`src/rtl/msj_pwm_driver_if.sv`:
```
`timescale 1ns/1ps
// Signal bundle between the PD controller side (master) and the PWM driver (slave).
interface msj_pwm_driver_if;
  logic               enable;
  logic signed [31:0] duty;
  logic               pwm_hi;
  logic               pwm_lo;
  logic               update_controller;
  logic [31:0]        duty_applied;
  logic               saturated;

  modport master (
    output enable,
    output duty,
    input  pwm_hi,
    input  pwm_lo,
    input  update_controller,
    input  duty_applied,
    input  saturated
  );

  modport slave (
    input  enable,
    input  duty,
    output pwm_hi,
    output pwm_lo,
    output update_controller,
    output duty_applied,
    output saturated
  );
endinterface

```
`src/rtl/msj_pwm_driver.sv`:
```
`timescale 1ns/1ps
// Complementary dead-time PWM stage for one H-bridge half; also emits the
// 2-clock update strobe that paces the PD controller once per UPDATE_DIV periods.
module msj_pwm_driver #(
  parameter int CLK_DIV     = 50,
  parameter int PERIOD      = 100,
  parameter int DEAD_CYCLES = 10,
  parameter int UPDATE_DIV  = 1
) (
  input logic              clk,
  input logic              rst_n,
  msj_pwm_driver_if.slave  bus
);

  localparam int PSW = (CLK_DIV > 1)     ? $clog2(CLK_DIV)         : 1;
  localparam int CW  = (PERIOD > 1)      ? $clog2(PERIOD)          : 1;
  localparam int PCW = (UPDATE_DIV > 1)  ? $clog2(UPDATE_DIV)      : 1;
  localparam int RW  = (DEAD_CYCLES > 0) ? $clog2(DEAD_CYCLES + 1) : 1;

  localparam logic [PSW-1:0]     PRESC_LAST = PSW'(CLK_DIV - 1);
  localparam logic [CW-1:0]      CNT_LAST   = CW'(PERIOD - 1);
  localparam logic [PCW-1:0]     PC_LAST    = PCW'(UPDATE_DIV - 1);
  localparam logic [RW-1:0]      RL_SAT     = RW'(DEAD_CYCLES);
  localparam logic signed [31:0] PERIOD_S   = 32'(PERIOD);
  localparam logic [31:0]        PERIOD_U   = 32'(PERIOD);

  logic           en_q,      en_d;
  logic [PSW-1:0] presc_q,   presc_d;
  logic [CW-1:0]  cnt_q,     cnt_d;
  logic [PCW-1:0] pc_q,      pc_d;
  logic [RW-1:0]  rl_q,      rl_d;
  logic           raw_q,     raw_d;
  logic           hi_q,      hi_d;
  logic           lo_q,      lo_d;
  logic           stb1_q,    stb1_d;
  logic           upd_q,     upd_d;
  logic [31:0]    duty_app_q, duty_app_d;
  logic           sat_q,     sat_d;

  logic start_s;
  logic tick_s;
  logic period_end_s;
  logic boundary_s;

  function automatic logic [31:0] clamp_duty(input logic signed [31:0] d);
    logic [31:0] r;
    if (d < 32'sd0) begin
      r = 32'd0;
    end else if (d > PERIOD_S) begin
      r = PERIOD_U;
    end else begin
      r = d;
    end
    return r;
  endfunction

  function automatic logic duty_out_of_range(input logic signed [31:0] d);
    return (d < 32'sd0) || (d > PERIOD_S);
  endfunction

  // Next-state logic: prescaler, period counter, duty sampling, dead time and strobe.
  always_comb begin
    en_d       = bus.enable;
    presc_d    = presc_q;
    cnt_d      = cnt_q;
    pc_d       = pc_q;
    rl_d       = rl_q;
    raw_d      = raw_q;
    hi_d       = hi_q;
    lo_d       = lo_q;
    stb1_d     = stb1_q;
    upd_d      = upd_q;
    duty_app_d = duty_app_q;
    sat_d      = sat_q;

    start_s      = bus.enable && !en_q;
    tick_s       = (presc_q == PRESC_LAST);
    period_end_s = bus.enable && !start_s && tick_s && (cnt_q == CNT_LAST);
    boundary_s   = start_s || period_end_s;

    if (!bus.enable) begin
      presc_d = '0;
      cnt_d   = '0;
      pc_d    = '0;
      rl_d    = '0;
      raw_d   = 1'b0;
      hi_d    = 1'b0;
      lo_d    = 1'b0;
      stb1_d  = 1'b0;
      upd_d   = 1'b0;
    end else begin
      presc_d = tick_s ? '0 : presc_q + PSW'(1);

      if (start_s) begin
        cnt_d = '0;
      end else if (tick_s) begin
        cnt_d = (cnt_q == CNT_LAST) ? '0 : cnt_q + CW'(1);
      end else begin
        cnt_d = cnt_q;
      end

      if (boundary_s) begin
        duty_app_d = clamp_duty(bus.duty);
        sat_d      = duty_out_of_range(bus.duty);
      end else begin
        duty_app_d = duty_app_q;
        sat_d      = sat_q;
      end

      if (period_end_s) begin
        pc_d = (pc_q == PC_LAST) ? '0 : pc_q + PCW'(1);
      end else begin
        pc_d = pc_q;
      end

      // Two flops in series give the 2-clock strobe; a new one can only start a full period later.
      stb1_d = period_end_s && (pc_q == PC_LAST);
      upd_d  = stb1_d || stb1_q;

      // raw is computed from next-state values so raw_q always matches cnt_q/duty_app_q.
      raw_d = (32'(cnt_d) < duty_app_d);

      if (raw_d != raw_q) begin
        rl_d = '0;
      end else if (rl_q >= RL_SAT) begin
        rl_d = rl_q;
      end else begin
        rl_d = rl_q + RW'(1);
      end

      hi_d = raw_q && (rl_q >= RL_SAT);
      lo_d = !raw_q && (rl_q >= RL_SAT);
    end
  end

  // State register with asynchronous clear.
  always_ff @(posedge clk or negedge rst_n) begin
    if (!rst_n) begin
      en_q       <= 1'b0;
      presc_q    <= '0;
      cnt_q      <= '0;
      pc_q       <= '0;
      rl_q       <= '0;
      raw_q      <= 1'b0;
      hi_q       <= 1'b0;
      lo_q       <= 1'b0;
      stb1_q     <= 1'b0;
      upd_q      <= 1'b0;
      duty_app_q <= 32'd0;
      sat_q      <= 1'b0;
    end else begin
      en_q       <= en_d;
      presc_q    <= presc_d;
      cnt_q      <= cnt_d;
      pc_q       <= pc_d;
      rl_q       <= rl_d;
      raw_q      <= raw_d;
      hi_q       <= hi_d;
      lo_q       <= lo_d;
      stb1_q     <= stb1_d;
      upd_q      <= upd_d;
      duty_app_q <= duty_app_d;
      sat_q      <= sat_d;
    end
  end

  assign bus.pwm_hi            = hi_q;
  assign bus.pwm_lo            = lo_q;
  assign bus.update_controller = upd_q;
  assign bus.duty_applied      = duty_app_q;
  assign bus.saturated         = sat_q;

endmodule

```
`src/flat_wrapper.sv`:
```
// flat-port wrapper written by rule: the top's interface ports become plain ports
module msj_pwm_driver_flat 
#(
  parameter int CLK_DIV     = 50,
  parameter int PERIOD      = 100,
  parameter int DEAD_CYCLES = 10,
  parameter int UPDATE_DIV  = 1
)
  (clk, rst_n, bus_enable, bus_duty, bus_pwm_hi, bus_pwm_lo, bus_update_controller, bus_duty_applied, bus_saturated);
  msj_pwm_driver_if bus_i ();
  input logic clk;
  input logic rst_n;
  input wire logic [$bits(bus_i.enable)-1:0] bus_enable;
  input wire logic [$bits(bus_i.duty)-1:0] bus_duty;
  output wire logic [$bits(bus_i.pwm_hi)-1:0] bus_pwm_hi;
  output wire logic [$bits(bus_i.pwm_lo)-1:0] bus_pwm_lo;
  output wire logic [$bits(bus_i.update_controller)-1:0] bus_update_controller;
  output wire logic [$bits(bus_i.duty_applied)-1:0] bus_duty_applied;
  output wire logic [$bits(bus_i.saturated)-1:0] bus_saturated;
  assign bus_i.enable = bus_enable;
  assign bus_i.duty = bus_duty;
  assign bus_pwm_hi = bus_i.pwm_hi;
  assign bus_pwm_lo = bus_i.pwm_lo;
  assign bus_update_controller = bus_i.update_controller;
  assign bus_duty_applied = bus_i.duty_applied;
  assign bus_saturated = bus_i.saturated;
  msj_pwm_driver #(.CLK_DIV(CLK_DIV), .PERIOD(PERIOD), .DEAD_CYCLES(DEAD_CYCLES), .UPDATE_DIV(UPDATE_DIV)) u_core (.clk(clk), .rst_n(rst_n), .bus(bus_i));
endmodule
```
`config.mk`:
```
export PLATFORM = sky130hd
export DESIGN_NAME = msj_pwm_driver_flat
export DESIGN_NICKNAME = d
export VERILOG_FILES = /design/src/rtl/msj_pwm_driver_if.sv /design/src/rtl/msj_pwm_driver.sv /design/src/flat_wrapper.sv
export SDC_FILE = /design/constraint.sdc
export NUM_CORES = 1
export LEC_CHECK = 0
export BUFFER_PORTS_ARGS = -buffer_cell sky130_fd_sc_hd__buf_2
export CAP_MARGIN = 40
export CORE_UTILIZATION = 52
export DETAILED_ROUTE_END_ITERATION = 12
export HOLD_SLACK_MARGIN = 0.02
export PLACE_DENSITY = 0.81
export SKIP_LAST_GASP = 1
export SYNTH_ARGS = -nofsm -noshare
export SYNTH_HDL_FRONTEND = slang
export SYNTH_SLANG_ARGS = --single-unit
```
`constraint.sdc`:
```
create_clock -name clk -period 4.3 [get_ports clk]
set_input_delay 0.86 -clock clk [delete_from_list [all_inputs] [get_ports clk]]
set_output_delay 0.86 -clock clk [all_outputs]
set_load 0.01 [all_outputs]
```
# Word-level counts from Yosys, hierarchy flattened
# Index checks and enable logic that the tools add are counted.
[op_classes]
n_addsub = 4
order_cmp = 4
n_eq_ne = 5
muxes = 22
bitwise_logic = 1
reduce_logical = 14
[op_table]
columns = ["operator", "count"]
rows = [
  ["2-to-1 mux 32 bit", 4],
  ["2-to-1 mux 7 bit", 5],
  ["> comparator 32 x 8 -> 1 bit (second input constant)", 1],
  ["< comparator 32 x 1 -> 1 bit (second input constant)", 1],
  ["< comparator 7 x 32 -> 1 bit", 1],
  ["2-to-1 mux 4 bit", 3],
  ["2-to-1 mux 6 bit", 2],
  ["2-to-1 mux 1 bit", 8],
  ["adder 7 x 1 -> 7 bit (second input constant)", 1],
  ["== test 7 bit (second input constant)", 1],
  ["logical AND 1 bit", 7],
  ["adder 6 x 1 -> 6 bit (second input constant)", 1],
  ["== test 6 bit (second input constant)", 1],
  ["adder 4 x 1 -> 4 bit (second input constant)", 1],
  ["greater-or-equal comparator 4 bit (second input constant)", 1],
  ["logical NOT 1 bit", 3],
  ["logical OR 1 bit", 3],
  ["!= test 3 x 2 -> 1 bit (second input constant)", 1],
  ["!= test 2 x 1 -> 1 bit (second input constant)", 1],
  ["AND reduction 2 bit", 1],
  ["adder 1 bit (second input constant)", 1],
  ["!= test 1 bit", 1],
  ["NOT 1 bit", 1],
]
[word_totals]
reg_bits = 57
input_bits = 35

# Logic depth before layout (Yosys ltp)
[logic_depth]
ltp_word = 13
mapped_depth = 15

# Worst setup path after synthesis
# No wires, ideal clock.
[synth_timing]
kind = "input to register"
from = "input bus_enable"
to = "register u_core.rl_q[0]"
arrival_time_ns = 3.401
required_ns = 4.175
slack_ns = 0.774
stages = 13
path_buffers = 2
cell_sequence = "buf_2 -> clkinv_1 -> a21o_1 -> buf_2 -> a211oi_1 -> a21o_1 -> inv_1 -> ha_1 -> a21o_1 -> a211oi_1 -> o21ai_0 -> o311a_4 -> mux2_4"
[synth_between]
elab_chain_cells = 12
[synth_lines]
columns = ["item", "line", "text"]
rows = [
  ["start: declaration", "flat_wrapper.sv:13", "input wire logic [$bits(bus_i.enable)-1:0] bus_enable;"],
  ["logical AND 1 bit", "msj_pwm_driver.sv:76", "start_s = bus.enable && !en_q;"],
  ["logical NOT 1 bit", "msj_pwm_driver.sv:78", "period_end_s = bus.enable && !start_s && tick_s && (cnt_q == CNT_LAST);"],
  ["logical AND 1 bit (3 in series)", "msj_pwm_driver.sv:78", ""],
  ["logical OR 1 bit", "msj_pwm_driver.sv:79", "boundary_s = start_s || period_end_s;"],
  ["2-to-1 mux 32 bit", "msj_pwm_driver.sv:102", "if (boundary_s) begin"],
  ["2-to-1 mux 32 bit", "msj_pwm_driver.sv:81", "if (!bus.enable) begin"],
  ["< comparator 7 x 32 -> 1 bit", "msj_pwm_driver.sv:121", "raw_d = (32'(cnt_d) < duty_app_d);"],
  ["!= test 1 bit", "msj_pwm_driver.sv:123", "if (raw_d != raw_q) begin"],
  ["2-to-1 mux 4 bit", "msj_pwm_driver.sv:123", ""],
  ["2-to-1 mux 4 bit", "msj_pwm_driver.sv:81", ""],
  ["end signal: assignment", "msj_pwm_driver.sv:156", "rl_q <= rl_d;"],
  ["end: declaration", "msj_pwm_driver.sv:31", "logic [RW-1:0] rl_q, rl_d;"],
]
# Several ways; a longest one is shown, not always the timed one. The select of a mux whose other input is x is not followed.
# A chain may end at the register's enable or synchronous reset.

# Worst setup path in the final report
[layout_timing]
from = "input bus_duty[13]"
to = "register u_core.rl_q[0]"
[layout_between]
elab_chain_cells = 9
[layout_lines]
columns = ["item", "line", "text"]
rows = [
  ["start: declaration", "flat_wrapper.sv:14", "input wire logic [$bits(bus_i.duty)-1:0] bus_duty;"],
  ["> comparator 32 x 8 -> 1 bit", "msj_pwm_driver.sv:49", "end else if (d > PERIOD_S) begin"],
  ["2-to-1 mux 32 bit", "msj_pwm_driver.sv:49", ""],
  ["2-to-1 mux 32 bit (*)", "msj_pwm_driver.sv:47", "if (d < 32'sd0) begin"],
  ["2-to-1 mux 32 bit (*)", "msj_pwm_driver.sv:102", ""],
  ["2-to-1 mux 32 bit (*)", "msj_pwm_driver.sv:81", ""],
  ["< comparator 7 x 32 -> 1 bit (*)", "msj_pwm_driver.sv:121", ""],
  ["!= test 1 bit (*)", "msj_pwm_driver.sv:123", ""],
  ["2-to-1 mux 4 bit", "msj_pwm_driver.sv:123", ""],
  ["2-to-1 mux 4 bit", "msj_pwm_driver.sv:81", ""],
]
# Every way passes the cells marked *; elsewhere a longest branch is shown, timed or not. The select of a mux whose other input is x is not followed.

==> flow_summary.toml <==
[sta]
fin_skew_ns = 0.01064
finalSetupTns_ns = 0
hold_violations = 0
clock.fmax_mhz = 288.0
slew_viol_final = 0
rsz0062_at_grt = "no"
final_min_period_over_clock_period_pct = 80.76
period_minus_slack_ns = 3.473
finalSetupViolations = 0
worst_pin_slew_ns = 0.7472
relSlewSlack_pct = 50.19

[cells_and_area]
layout_common_cells = "buf_2 (70), dfrtp_1 (56), nor2_1 (26), and2_1 (26), inv_1 (14)"
drive_gt1_share_pct = 29.38
multi_input_area_sq_um = 1157
regArea_sq_um = 1401
syn2layout_area_growth_pct = 21.62
layout.nets = 365
layout_commonest_cell = "buf_2"
final.fill_count = 398
antenna_cells = 0

[grt]
grt_max_degree = 36
grt_pass1_vias = 1947
antenna_found_initial = 0
grt_pass1_wl_microns = 9073
grt_overflow = 0
grt_use_total_pct = 22.61

[setup_path]
cp.required_ns = 4.50
end_kind = "register"
cp.arrival_ns = 3.67
crit_path_start_kind = "input pin"
path_max_fanout = 5
worst-setup-path-type = "in2reg"

[synth]
synth_ff_type = "dfrtp_1"
synthCells = 245
syn_area_per_cell_sq_um = 10.80
synth-edff-count = 0
synth_fp_nets = 291
ys_async_sr_fraction_pct = 100.0
synth_seq_area_share_pct = 52.98
synth_area_sq_um = 2645
synth-seq-cells = 56
synth.distinct_cells = 41
yosysWarningCount = 0

[clock_network]
ctsResizeCount = 0
numCtsBuffers = 5
clkLatencyLatePin_ns = 0.31
root_buffer = "clkbuf_8"
cts_hold_buffers = 0
cts.reportedPaths.clkPinSlew_ns = 0.09
post_cts_buffers = 0
cts_tree = "built"
clkSinkCount = 56
cts.htree.levels = 2
clockBufferDepth = 2

[routing]
drt-total-wl_microns = 5444
drc_errors = 0
route.detailed.wl_per_inst_microns = 14.07
routed_via_density = 5.326
drtIter0Drc = 145
first_pass_iters = 4
vias = 2061
ant_nets = 0

[power]
power.density_nw_per_um2 = 324.7
leakage_uw = 0.001766
power_uw = 1044
ir_drop_v = 0.0002960

[worst_hold_path]
hold_class = "reg2reg"

[die]
dieArea_sq_um = 5376
ios = 71
die_y_microns = 73.32
die_x_microns = 73.32
core_sq_um = 4817
start_util_pct = 54.91
num_rows = 25

[run]
maxCapViolCount = 0

[place]
hpwl_microns = 4120
gp_congestion = 0.8006
portBuffers = 70

[status]
outcome = "complete, no violations"
-- Yosys cell counts, types with 2 or more instances --
| cell type | count | area share (%) |
|---|---|---|
| a21oi_1 | 6 | 1.1 |
| nand4_1 | 3 | 0.71 |
| nand2_1 | 9 | 1.3 |
| o21a_1 | 2 | 0.57 |
| nor4_2 | 4 | 1.9 |
| dfrtp_1 | 56 | 53 |
| o21ai_0 | 4 | 0.76 |
| a21o_1 | 6 | 1.7 |
| o21ai_1 | 3 | 0.57 |
| clkbuf_1 | 3 | 0.43 |
| nor3_1 | 11 | 2.1 |
| nor4_1 | 7 | 1.7 |
| nor2_1 | 26 | 3.7 |
| and3_1 | 3 | 0.71 |
| xnor2_1 | 6 | 2.0 |
| a211oi_1 | 3 | 0.85 |
| nand2b_1 | 2 | 0.47 |
| mux2i_1 | 4 | 1.5 |
| and2_1 | 26 | 6.1 |
| buf_2 | 3 | 0.57 |
| a22o_1 | 4 | 1.3 |
| ha_1 | 11 | 5.2 |
| inv_1 | 14 | 2.0 |
| nand3_1 | 10 | 1.9 |
| xor2_1 | 3 | 0.99 |
-- final cells by class --
cell class / count / area share [%]
sequential: 56 / 43.56
clock inverter: 3 / 2.139
timing repair buffer: 74 / 11.82
clock buffer: 5 / 2.139
inverter: 15 / 1.750
tap: 67 / 2.606
multi-input combinational: 167 / 35.98
-- sequential cells by signal, indices dropped and copies added (netlist names) --
| register | flops |
|---|---|
| u_core.bus.pwm_lo | 1 |
| u_core.raw_q | 1 |
| u_core.stb1_q | 1 |
| u_core.rl_q | 4 |
| u_core.bus.pwm_hi | 1 |
| u_core.bus.saturated | 1 |
| u_core.bus.duty_applied | 32 |
| u_core.cnt_q | 7 |
| u_core.bus.update_controller | 1 |
| u_core.en_q | 1 |
| u_core.presc_q | 6 |
-- metrics by stage --
| step | instances | hold slack [ns] | util (%) | setup slack, ns | instance area, sq um |
|---|---|---|---|---|---|
| 6_report | 387 | 0.4650 | 66.78 | 0.8272 | 3217 |
| 5_1_grt | 387 | 0.4903 | 66.78 | 0.6188 | 3217 |
| 3_5_place_dp | 379 | 0.4433 | 63.92 | 0.4989 | 3079 |
| 3_3_place_gp | 379 | 0.4469 | 63.92 | 0.6175 | 3079 |
| 4_1_cts | 387 | 0.4673 | 66.78 | 0.8261 | 3217 |
| 2_1_floorplan | 245 | 0.4298 | - | 0.7736 | 2645 |
-- cell families after synthesis --
group	share of synthesized area, %
AND/OR/NAND/NOR	23.75
flip-flops	52.98
AO/OA/AOI/OAI	9.744
buffers and inverters	3.263
adder cells (fa/ha/maj)	5.203
XOR/XNOR	2.980
multiplexers	2.081
-- routing by layer --
layer | track usage, % | vias to the layer above | routed length [microns]
met1 | 29.49 | 999 | 2429
met3 | 4.664 | 7 | 260
met2 | 38.37 | 64 | 2675
li1 | - | 991 | -
met4 | 6.624 | 0 | 78
met5 | 0 | - | 0
-- final timing paths --
check	startpoint	endpoint	slack [ns]	cells after the start
setup / recovery	bus_duty[13]	u_core.rl_q[0]$_DFFE_PN0P_	0.83	13
hold / removal	u_core.stb1_q$_DFF_PN0_	u_core.bus.update_controller$_DFF_PN0_	0.47	1
setup reg to reg	u_core.presc_q[1]$_DFF_PN0_	u_core.rl_q[0]$_DFFE_PN0P_	0.89	14
hold reg to reg	u_core.stb1_q$_DFF_PN0_	u_core.bus.update_controller$_DFF_PN0_	0.47	1
max in group asynchronous	rst_n	u_core.raw_q$_DFF_PN0_	2.93	2
min in group asynchronous	rst_n	u_core.bus.duty_applied[21]$_DFFE_PN0P_	0.61	1
-- where the power goes --
group	internal (uW)	switching, uW	total, uW
combinational	39.0	51.6	90.7
clock	234	174	408
sequential	536	10.2	546
total	809	235	1040
-- critical path: stages --
cell      delay [ns]
buf_2           0.10
nor4_2          0.28
nand4_1         0.19
a311oi_2        0.32
and3_2          0.29
a22o_1          0.16
inv_1           0.05
ha_1            0.18
a21o_1          0.15
a211oi_1        0.23
o21ai_0         0.14
o311a_4         0.41
mux2_4          0.30
Power figures use the tool's default switching activity.
